[config.mk]
export PLATFORM = sky130hd
export DESIGN_NAME = ripple_carry
export DESIGN_NICKNAME = d
export VERILOG_FILES = /design/src/rtl/ripple_carry.sv
export SDC_FILE = /design/constraint.sdc
export NUM_CORES = 1
export LEC_CHECK = 0
export BUFFER_PORTS_ARGS = -buffer_cell sky130_fd_sc_hd__buf_4
export CORE_AREA = 2 2 39 41
export DETAILED_ROUTE_END_ITERATION = 8
export DIE_AREA = 0 0 41 43
export REMOVE_ABC_BUFFERS = 1
export SLEW_MARGIN = 20
export SYNTH_ARGS = -nofsm -noshare
export SYNTH_HDL_FRONTEND = slang
export SYNTH_SLANG_ARGS = --single-unit
[constraint.sdc]
create_clock -name clk -period 3.38 [get_ports clk]
set_input_delay 0.676 -clock clk [delete_from_list [all_inputs] [get_ports clk]]
set_output_delay 0.676 -clock clk [all_outputs]
set_load 0.02 [all_outputs]
[src/rtl/ripple_carry.sv]
// Ripple-carry adder: per-bit full-adder chain with a combinational result and a registered, valid-qualified copy.
// Optional signed-overflow outputs (Ovf/Ovf_r) are enabled by defining RIPPLE_CARRY_OVF_EN.
module ripple_carry #(
    parameter int unsigned WIDTH = 4
) (
    input  logic             clk,
    input  logic             rst,
    input  logic [WIDTH-1:0] A,
    input  logic [WIDTH-1:0] B,
    input  logic             Cin,
    input  logic             in_valid,
    output logic [WIDTH-1:0] Sum,
    output logic             Cout,
    output logic [WIDTH-1:0] Sum_r,
    output logic             Cout_r,
    output logic             out_valid
`ifdef RIPPLE_CARRY_OVF_EN
    ,
    output logic             Ovf,
    output logic             Ovf_r
`endif
);

    logic [WIDTH:0]   c;
    logic [WIDTH-1:0] s;

    logic [WIDTH-1:0] sum_d,   sum_q;
    logic             cout_d,  cout_q;
    logic             valid_d, valid_q;

    // Carry enters at bit 0 and ripples upward one full adder at a time.
    assign c[0] = Cin;

    for (genvar i = 0; i < int'(WIDTH); i++) begin : g_fa
        assign s[i]   = A[i] ^ B[i] ^ c[i];
        assign c[i+1] = (A[i] & B[i]) | (c[i] & (A[i] ^ B[i]));
    end

    assign Sum  = s;
    assign Cout = c[WIDTH];

    always_comb begin
        sum_d   = sum_q;
        cout_d  = cout_q;
        valid_d = in_valid;
        if (in_valid) begin
            sum_d  = s;
            cout_d = c[WIDTH];
        end
    end

    always_ff @(posedge clk) begin
        if (rst) begin
            sum_q   <= '0;
            cout_q  <= 1'b0;
            valid_q <= 1'b0;
        end else begin
            sum_q   <= sum_d;
            cout_q  <= cout_d;
            valid_q <= valid_d;
        end
    end

    assign Sum_r     = sum_q;
    assign Cout_r    = cout_q;
    assign out_valid = valid_q;

`ifdef RIPPLE_CARRY_OVF_EN
    logic ovf_d, ovf_q;

    // Signed overflow: carry into the sign bit differs from carry out of it.
    assign Ovf = c[WIDTH] ^ c[WIDTH-1];

    always_comb begin
        ovf_d = ovf_q;
        if (in_valid) begin
            ovf_d = c[WIDTH] ^ c[WIDTH-1];
        end
    end

    always_ff @(posedge clk) begin
        if (rst) begin
            ovf_q <= 1'b0;
        end else begin
            ovf_q <= ovf_d;
        end
    end

    assign Ovf_r = ovf_q;
`endif

endmodule

==> flow_metrics.py <==
metrics = {
    "routing": {
        "ant_nets": 0,
        "wire_per_inst_microns": 9.53,
        "drcViolationCount": 0,
        "drt_iter0_drc": 4,
        "vias": 283,
        "drt_first_pass_iters": 4,
        "wirelength_microns": 686,
        "vias_per_cell": 3.93,
    },
    "die": {
        "die_w_microns": 41,
        "die-area_sq_um": 1760,
        "rows": 14,
        "io_pins": 23,
        "design.core.area_sq_um": 1380,
        "die_h_microns": 43,
        "start_util": 0.240,
    },
    "setup_path": {
        "critPathKind": "primary input to output pin",
        "crit_arrival_ns": 2.56,
        "crit_fanout": 2,
        "cpPeakStageDelay_ns": 0.43,
        "crit_chain": "buf_4 > fa_1 > inv_1 > fa_1 > inv_1 > fa_1 > inv_1 > fa_1 > inv_1 > buf_4",
        "reg2reg_depth": 2,
        "crit_required_ns": 2.70,
        "worstSetupEndpointType": "output pin",
        "slowest_stage": "fa_1",
        "reg2reg_from": "Cout_r$_SDFFE_PP0P_",
        "startpoint_type": "primary input",
        "r2r-end": "Cout_r$_SDFFE_PP0P_",
        "reg2reg_slack_ns": 2.79,
    },
    "timing": {
        "tns_ns": 0,
        "period_needed_ns": 3.24,
        "max_freq_mhz": 309,
        "timing_hold_violations_final": 0,
        "drv_slew": 0,
        "slew_headroom": 0.916,
        "tightest_slew_ns": 0.123,
        "rsz0062_at_grt": "false",
        "fin_skew_ns": 0,
        "finalCritPeriodShare": 0.957,
        "setup_viol": 0,
    },
    "clock_network": {
        "hold_buffers": 0,
        "postCtsSetupBuffers": 0,
        "clk-insertion-delay-late_ns": 0.24,
        "cts_max_path_buffers": 2,
        "cts.reportedPaths.clkPinSlew_ns": 0.05,
        "cts_max_level": 1,
        "cts_resized": 0,
        "cts-root-buf": "clkbuf_4",
        "tritoncts.num_buffers": 3,
        "cts_sinks": 6,
        "cts_tree": "built",
    },
    "cells_and_area": {
        "final_common_cell": "buf_4",
        "ff_latch_area_sq_um": 120,
        "insertedDiodeCount": 0,
        "nets": 74,
        "final_cell_mix": "buf_4, inv_1, dfxtp_1",
        "nFillCells": 152,
        "multi_input_area_sq_um": 163,
        "areaGrowthSynthToFinish_pct": 59.2,
        "layout-drive-gt1-share": 0.500,
    },
    "logic_synthesis": {
        "yosysTopAreaCell": "dfxtp_1",
        "yosys.area.top_type_share": 0.362,
        "syn_inst": 32,
        "avgSynthCellArea_sq_um": 10.4,
        "ys_seq_area_frac": 0.362,
        "synthDistinctLibCells": 8,
        "synth_warnings": 0,
        "ys_seq_elements": 6,
        "synth_area_leaders": "dfxtp_1, fa_1, a211oi_2, inv_1, mux2i_1",
        "syn-cell-area_sq_um": 332,
    },
    "placed_design": {
        "io_buffer_count": 22,
        "gp_congestion": 0.613,
        "hpwl_microns": 564,
    },
    "grt": {
        "antenna_found_initial": 0,
        "gr-total-overflow": 0,
        "grt_max_degree": 10,
        "grt_pass1_vias": 294,
        "track_usage": 0.0980,
        "grt_pass1_wl_microns": 1060,
    },
    "power": {
        "power_mw": 0.235,
        "p_leak_nw": 0.283,
        "ir_worst_vdd_uv": 119,
        "power.density_nw_per_um2": 444,
    },
    "run_status": {
        "status": "finished clean",
    },
    "hold_path": {
        "whs_path_depth": 2,
        "hp-start": "Sum_r[0]$_SDFFE_PP0P_",
        "holdPathEnd": "Sum_r[0]$_SDFFE_PP0P_",
        "hp-class": "flip-flop to flip-flop",
    },
    "run": {
        "maxCapViolCount": 0,
    },
}
==> synthesized netlist by cell type (all sizes together) <==
master,instances
nor2b,1
dfxtp,6
mux2i,2
nor2,5
fa,4
a211oi,3
inv,10
buf,1
==> layer usage <==
metal	vias to the layer above	wire length, microns	global-route usage
li1	143	-	-
met1	129	269	0.102
met2	9	358	0.131
met3	2	50	0.0628
met4	0	7	0.0800
met5	-	0	0
==> flip-flops by register name, summed over array words and instances, names as in the netlist <==
| register | flops |
|---|---|
| Cout_r | 1 |
| Sum_r | 4 |
| out_valid | 1 |
==> where the power goes <==
group / switching [mW] / internal [mW]
clock: 0.0271 / 0.0403
sequential: 0.00281 / 0.0773
combinational: 0.0459 / 0.0412
total: 0.0758 / 0.159
==> through the flow <==
step | cell area, sq um | cells | hold slack, ns | util | setup WS, ns
2_1_floorplan | 320 | 31 | 0.568 | - | 0.375
3_3_place_gp | 505 | 69 | 0.475 | 0.365 | 0.131
3_5_place_dp | 505 | 69 | 0.487 | 0.365 | 0.144
4_1_cts | 528 | 72 | 0.503 | 0.382 | 0.128
5_1_grt | 528 | 72 | 0.532 | 0.382 | 0.0417
6_report | 528 | 72 | 0.495 | 0.382 | 0.145
==> final cells by class <==
type	count	share of cell area
tap	16	0.0379
sequential	6	0.227
clock buffer	3	0.0427
inverter	10	0.0711
multi-input combinational	15	0.308
timing repair buffer	22	0.313
==> critical path, delay by kind of cell <==
kind | cells | cell delay [ns]
fa+ha+maj | 4 | 1.36
buf+inv | 6 | 0.51
==> cells by family (layout without fill, tap and decap cells) <==
| kind of cell | after synthesis | count (layout) | synth area share |
|---|---|---|---|
| buf+inv | 11 | 35 | 0.147 |
| simple gates | 6 | 6 | 0.0755 |
| mux | 2 | 2 | 0.0604 |
| compound gates | 3 | 3 | 0.113 |
| fa+ha+maj | 4 | 4 | 0.242 |
| flops | 6 | 6 | 0.362 |
==> how the worst max path moves through the flow <==
stage	startpoint	to	slack (ns)	cells after the start
floorplan	A[0]	Sum[3]	0.38	8
global placement	A[0]	Sum[3]	0.13	10
detailed placement	A[0]	Sum[3]	0.14	10
CTS	A[0]	Sum[3]	0.13	10
global route	A[0]	Sum[3]	0.04	10
finish	A[0]	Sum[3]	0.14	10
No activity file was read; power rests on OpenSTA's default activity.
